===== config.mk =====
export PLATFORM = sky130hd
export DESIGN_NAME = uart_rx_fsm
export DESIGN_NICKNAME = d
export VERILOG_FILES = /design/src/rtl/uart_rx_fsm.sv
export SDC_FILE = /design/constraint.sdc
export NUM_CORES = 1
export LEC_CHECK = 0
export ABC_AREA = 1
export BUFFER_PORTS_ARGS = -buffer_cell sky130_fd_sc_hd__buf_2
export CAP_MARGIN = 40
export CORE_ASPECT_RATIO = 1.75
export CORE_MARGIN = 2
export CORE_UTILIZATION = 40
export DETAILED_ROUTE_END_ITERATION = 7
export PLACE_DENSITY = 0.58
export RECOVER_POWER = 25
export SLEW_MARGIN = 20
export SYNTH_ARGS = -nofsm -noshare
export SYNTH_HDL_FRONTEND = slang
export SYNTH_SLANG_ARGS = --single-unit

===== constraint.sdc =====
create_clock -name clk -period 5.53 [get_ports clk]
set_input_delay 1.3825 -clock clk [delete_from_list [all_inputs] [get_ports clk]]
set_output_delay 1.3825 -clock clk [all_outputs]
set_load 0.01 [all_outputs]

===== src/rtl/uart_rx_fsm.sv =====
// -----------------------------------------------------------------------------
// uart_rx_fsm
//   UART receive controller. Detects the start bit on rx_in, runs the
//   oversample tick counter (edge_cnt) and enable (sample_data_en) for an
//   external data_sampling stage, and consumes the voted sampled_bit once per
//   bit period. The frame is deserialised LSB first, then the optional parity
//   bit and the stop bit are checked. A good frame updates p_data with a
//   one-cycle data_valid pulse; a bad one pulses par_err or stp_err instead.
//
// Ports
//   clk            in   1           single clock domain
//   rst            in   1           synchronous, active-high reset
//   rx_in          in   1           serial line, idle high, already synchronised
//   prescale       in   6           oversampling ratio (4, 8, 16, 32)
//   par_en         in   1           1 = parity bit follows the data bits
//   par_typ        in   1           0 = even parity, 1 = odd parity
//   sampled_bit    in   1           voted bit from data_sampling
//   edge_cnt       out  6           tick index within current bit period
//   sample_data_en out  1           enables data_sampling outside IDLE
//   p_data         out  DATA_WIDTH  last good payload
//   data_valid     out  1           one-cycle pulse, p_data updated
//   par_err        out  1           one-cycle pulse, parity mismatch
//   stp_err        out  1           one-cycle pulse, stop bit sampled 0
// -----------------------------------------------------------------------------
module uart_rx_fsm #(
  parameter int DATA_WIDTH = 8
) (
  input  logic                  clk,
  input  logic                  rst,
  input  logic                  rx_in,
  input  logic [5:0]            prescale,
  input  logic                  par_en,
  input  logic                  par_typ,
  input  logic                  sampled_bit,
  output logic [5:0]            edge_cnt,
  output logic                  sample_data_en,
  output logic [DATA_WIDTH-1:0] p_data,
  output logic                  data_valid,
  output logic                  par_err,
  output logic                  stp_err
);

  localparam int CNT_W = (DATA_WIDTH > 1) ? $clog2(DATA_WIDTH) : 1;

  typedef enum logic [2:0] {
    IDLE,
    START,
    DATA,
    PARITY,
    STOP
  } state_t;

  state_t                state_q, state_d;
  logic [5:0]            presc_q;
  logic                  par_en_q;
  logic                  par_typ_q;
  logic [DATA_WIDTH-1:0] shift_q;
  logic [CNT_W-1:0]      bit_cnt_q;
  logic                  err_p_q;
  logic                  bit_end;
  logic                  last_data_bit;

  // Last tick of the current bit period; never asserted while idle, where
  // presc_q may still hold its cleared value.
  assign bit_end        = (state_q != IDLE) && (edge_cnt == presc_q - 6'd1);
  assign last_data_bit  = (bit_cnt_q == CNT_W'(DATA_WIDTH - 1));
  assign sample_data_en = (state_q != IDLE);

  // State register.
  always_ff @(posedge clk) begin
    // NOTE: every register uses non-blocking assignment so all flops update
    // together from pre-edge values regardless of statement order.
    if (rst) state_q <= IDLE;
    else     state_q <= state_d;
  end

  // Next-state logic.
  always_comb begin
    // NOTE: the default is assigned before the case so no path leaves state_d
    // unassigned, which would otherwise infer a latch.
    state_d = state_q;
    unique case (state_q)
      IDLE:    if (!rx_in) state_d = START;
      START:   if (bit_end) state_d = sampled_bit ? IDLE : DATA;
      DATA:    if (bit_end && last_data_bit) state_d = par_en_q ? PARITY : STOP;
      PARITY:  if (bit_end) state_d = STOP;
      STOP:    if (bit_end) state_d = IDLE;
      default: state_d = IDLE;
    endcase
  end

  // Tick counter, latched configuration, deserialiser and result pulses.
  always_ff @(posedge clk) begin
    if (rst) begin
      // NOTE: the shift register is a plain register, not a memory, so it is
      // cleared here along with everything else; a reset mid-frame leaves no
      // trace of the partial payload.
      edge_cnt   <= '0;
      presc_q    <= '0;
      par_en_q   <= 1'b0;
      par_typ_q  <= 1'b0;
      shift_q    <= '0;
      bit_cnt_q  <= '0;
      err_p_q    <= 1'b0;
      p_data     <= '0;
      data_valid <= 1'b0;
      par_err    <= 1'b0;
      stp_err    <= 1'b0;
    end else begin
      data_valid <= 1'b0;
      par_err    <= 1'b0;
      stp_err    <= 1'b0;

      if (state_q == IDLE) begin
        edge_cnt  <= '0;
        bit_cnt_q <= '0;
        err_p_q   <= 1'b0;
        if (!rx_in) begin
          // Ratios below 4 leave the sampler no room to vote; clamp them.
          presc_q   <= (prescale < 6'd4) ? 6'd4 : prescale;
          par_en_q  <= par_en;
          par_typ_q <= par_typ;
        end
      end else begin
        edge_cnt <= bit_end ? 6'd0 : edge_cnt + 6'd1;
      end

      if (bit_end) begin
        unique case (state_q)
          DATA: begin
            shift_q   <= {sampled_bit, shift_q[DATA_WIDTH-1:1]};
            bit_cnt_q <= bit_cnt_q + CNT_W'(1);
          end
          PARITY: err_p_q <= (sampled_bit != (^shift_q ^ par_typ_q));
          STOP: begin
            if (!sampled_bit) begin
              stp_err <= 1'b1;
            end else if (err_p_q) begin
              par_err <= 1'b1;
            end else begin
              data_valid <= 1'b1;
              p_data     <= shift_q;
            end
          end
          default: ;
        endcase
      end
    end
  end

endmodule


# After elaboration in Yosys (flattened, before gate mapping)
# Cells that the tools add are included.
# W data, S select, Z words.
# word_totals
output_inout_bits	18
wordCells	64
reg_bits	40
input_bits	12
# classes
order_cmp	1
eq_ne	12
mux	18
addsub	3
bitwise	6
reduce_logical	12
# ops
operator	n
$mux W3	9
$pmux W3 S5	1
$ne A2 B2 Y1 const B	5
$reduce_xor A8 Y1	1
$add A6 B1 Y6 const B	1
$eq A3 B2 Y1 const B	2
$eq A3 B3 Y1 const B	2
$eq A6 B6 Y1	1
$lt A6 B3 Y1 const B	1
$mux W1	6
$mux W6	1
$reduce_or A3 Y1	2
$sub A6 B1 Y6 const B	1
$not A1 Y1	5
$reduce_and A5 Y1	1
$reduce_and A2 Y1	2
$reduce_and A4 Y1	1
$reduce_or A4 Y1	1
$add A3 B1 Y3 const B	1
$eq A3 B1 Y1 const B	1
$logic_not A3 Y1	1
$reduce_bool A3 Y1	1
$logic_and A1 B1 Y1	2
$mux W2	1
other kinds (2)	2

# Depth between registers and ports, before layout
# logic_depth
ltp_word	6
mapped_depth	15
ltp_nobuf	15

# Worst setup path before layout
# No wires, ideal clock.
# synth_timing
kind	input -> register
startpoint	input rx_in
endpoint	register presc_q[2]
t_arrival_ps	2127
n_path_buf	2
required_time_ps	5413
stages	5
setup_slack_ps	3285
setup_time_ps	117
path_cell_list	or2_2 -> buf_2 -> buf_6 -> nor3b_1 -> nor2_1
# synth_via
elab_chain_cells	2
# synth_lines
element	line	source
start: declaration	30	input logic rx_in,
$not A1 Y1 (no line)	--	
$reduce_and A2 Y1 (no line)	--	
end signal: assignment	120	presc_q <= (prescale < 6'd4) ? 6'd4 : prescale;
end: declaration	54	logic [5:0] presc_q;
# Every way passes these cells.
# A chain may end at the register's enable or synchronous reset.

# Worst setup path after layout
# layout_timing
startpoint	register presc_q[0]
endpoint	register bit_cnt_q[2]
# layout_via
elab_chain_cells	4
# layout_lines
element	line	source
$sub A6 B1 Y6	65	assign bit_end = (state_q != IDLE) && (edge_cnt == presc_q - 6'd1);
$eq A6 B6 Y1	65	
$logic_and A1 B1 Y1	65	
$mux W3	128	if (bit_end) begin
end signal: assignment	132	bit_cnt_q <= bit_cnt_q + CNT_W'(1);
end: declaration	58	logic [CNT_W-1:0] bit_cnt_q;
# Every way passes these cells.

==> run_results.csv <==
group,metric,value,unit
global_route,grt_pass1_vias,1713,
routing,drcViolationCount,0,
clock_tree,cts_root_buffer,"clkbuf_8",
finish,final_common_cell,"nand2_1",
sta,setup_tns,0,ns
worst_setup_path,setup.worst_path.start,"presc_q[0]",
power_and_ir_drop,total_leakage_power,0.985,nW
worst_setup_path,cp_data_required_time,5.69,ns
sta,fmax,0.362,GHz
sta,setup_viol,0,
die,start_util,0.413,
clock_tree,clkTransAtPathRegs,0.08,ns
finish,nets,321,
sta,slew_violations,0,
clock_tree,ctsLongestPathBuffers,2,
clock_tree,clkSinkCount,40,
finish,final_cell_mix,"nand2_1, dfxtp_1, nand3_1, a21oi_1, inv_1",
die,rows,34,
finish,area_growth,10.2,%
die,fp.dieW,58.2,um
synth,synth_area_per_cell,7.48,um^2
synth,synth_seq_cells,40,
sta,rsz0062_at_grt,"no",
synth,synth_area,2060,um^2
finish,nFillCells,563,
clock_tree,tritoncts,"yes",
die,dieArea,5750,um^2
place,hpwl,3.67,mm
worst_setup_path,rr_startpoint,"presc_q[0]",
global_route,antenna_found_initial,0,
routing,ant_nets,0,
routing,drt_wl_total,4.68,mm
power_and_ir_drop,powerDensity,324,nW/um^2
worst_setup_path,critPathLaunchType,"register",
clock_tree,cts_resized,0,
hold_path,min_from,"p_data[4]",
clock_tree,cts_htree_levels,2,
worst_setup_path,path_max_fanout,13,
synth,synth-edff-count,0,
global_route,grt_max_degree,28,
synth,synthCells,275,
synth,synth-main-ff-cell,"dfxtp_1",
die,fp.dieH,98.8,um
routing,avgRoutedWirePerCell,13.0,um
place,port_buffers,29,
worst_setup_path,critPathKind,"register to register",
finish,seq_area,801,um^2
routing,viasPerCell,5.09,
die,io_pins,30,
global_route,grt-ovfl-total,0,
synth,yosysUniqueCellTypes,34,
clock_tree,cts_buffers,5,
outcome,status,"completed",
sta,worstMarginPinSlew,0.661,ns
global_route,grt_first_pass_wirelength,7.59,mm
routing,first_pass_iters,4,
routing,drt_iter0_drc,33,
clock_tree,cts_hold_buf,0,
clock_tree,post_cts.repair.setup_buffers,0,
synth,seq_area_frac_synth,0.390,
global_route,grt_usage,0.173,
hold_path,hold_path_class,"register to register",
worst_setup_path,rrSetupSlack,2.77,ns
clock_tree,clk_latency,0.29,ns
power_and_ir_drop,ir_drop,162,uV
finish,multiInputGateArea,1050,um^2
synth,async_flop_share,0,
place,placed_area,2230,um^2
finish,final_cell_area,2260,um^2
routing,vias,1831,
run,cap_violations,0,
worst_setup_path,worstSetupEndpointType,"register",
synth,yosysTopAreaCellShare,0.390,
synth,yosysTopAreaCell,"dfxtp_1",
finish,drive_above_1_share,0.160,
sta,period_share,0.499,
synth,yosysWarnings,0,
die,coreArea,4980,um^2
worst_setup_path,worstPathArrival,2.92,ns
sta,min_period,2.76,ns
place,gp_congestion,0.763,
synth,syn-num-nets,291,
synth,synth_area_leaders,"dfxtp_1, nand2_1, a21oi_1, nand3_1, inv_1",
sta,hold_viol,0,
sta,relSlewSlack,0.558,
finish,n_antenna_cell,0,
sta,skew,0.00537,ns
## state kept, by name, summed over array words and instances, names as in the netlist
name / count
p_data: 8
par_err: 1
data_valid: 1
par_en_q: 1
state_q: 3
stp_err: 1
bit_cnt_q: 3
edge_cnt: 6
err_p_q: 1
par_typ_q: 1
shift_q: 8
presc_q: 6
## layout make-up
class                   count  area share
flip-flops and latches     40       0.354
multi-input cells         198       0.462
repair buffers             29      0.0619
inverters                  31      0.0514
clock inverters             2     0.00442
clock buffers               6      0.0365
well taps                  54      0.0298
## per-stage QoR
stage	power, mW	setup slack (ns)	std cells	hold slack [ns]	utilization
after floorplan	0.507	3.29	275	0.421	-
after global placement	0.552	2.97	352	0.447	0.448
after detailed placement	0.554	2.94	352	0.451	0.448
after CTS	0.758	3.00	360	0.465	0.467
after global routing	0.783	2.45	360	0.486	0.455
final	0.733	2.77	360	0.462	0.455
## where the power goes
part	leakage, nW	total (mW)	switching, mW	internal (mW)
registers	0.324	0.334	0.0250	0.309
logic	0.610	0.198	0.127	0.0715
clock network	0.0510	0.201	0.101	0.0995
## synth_stat cells (2+ instances only)
cell / instances
a21oi_1: 29
buf_6: 2
clkbuf_1: 2
dfxtp_1: 40
ha_1: 4
inv_1: 27
inv_2: 3
nand2_1: 67
nand2_2: 3
nand2_4: 3
nand3_1: 28
nand3b_1: 4
nand4_1: 2
nor2_1: 17
nor2_4: 2
nor2_8: 2
nor3_1: 3
nor3b_1: 2
nor3b_2: 2
o21ai_0: 8
or2_2: 2
xnor2_1: 6
xor2_1: 6
## worst max-delay path: stages, from the launching register on
cell,delay (ns)
dfxtp_1,0.42
inv_1,0.08
ha_1,0.33
inv_1,0.06
nand2_1,0.04
nand2_1,0.06
nand2_1,0.05
nor2_1,0.08
nand2_1,0.06
inv_1,0.10
nand2_4,0.04
nor2_1,0.50
nand2_1,0.53
nor2_4,0.20
nor3b_2,0.06
## final timing paths
| kind | endpoint | cells past startpoint |
|---|---|---|
| max | bit_cnt_q[2] | 14 |
| min | p_data[4] | 2 |
| max reg2reg | bit_cnt_q[2] | 14 |
| min reg2reg | p_data[4] | 2 |
## metal layers
metal / global-route usage / vias up / wire length (um)
met1: 0.165 / 840 / 1780
met5: 0 / - / 0
met4: 0.0769 / 0 / 105
met2: 0.339 / 33 / 2640
li1: - / 949 / -
met3: 0.0315 / 9 / 154
## logic make-up (layout without fill, tap and decap cells)
logic type	after synthesis	after routing	share of synthesized area
AOI/OAI and AO/OA	39	39	0.102
xor gates and xnor gates	12	12	0.0511
adders and majority gates	4	4	0.0243
buffers and inverters	37	68	0.0755
DFF	40	40	0.390
and+or+nand+nor	143	143	0.357
Note: power is estimated with default switching activity, not from simulation.
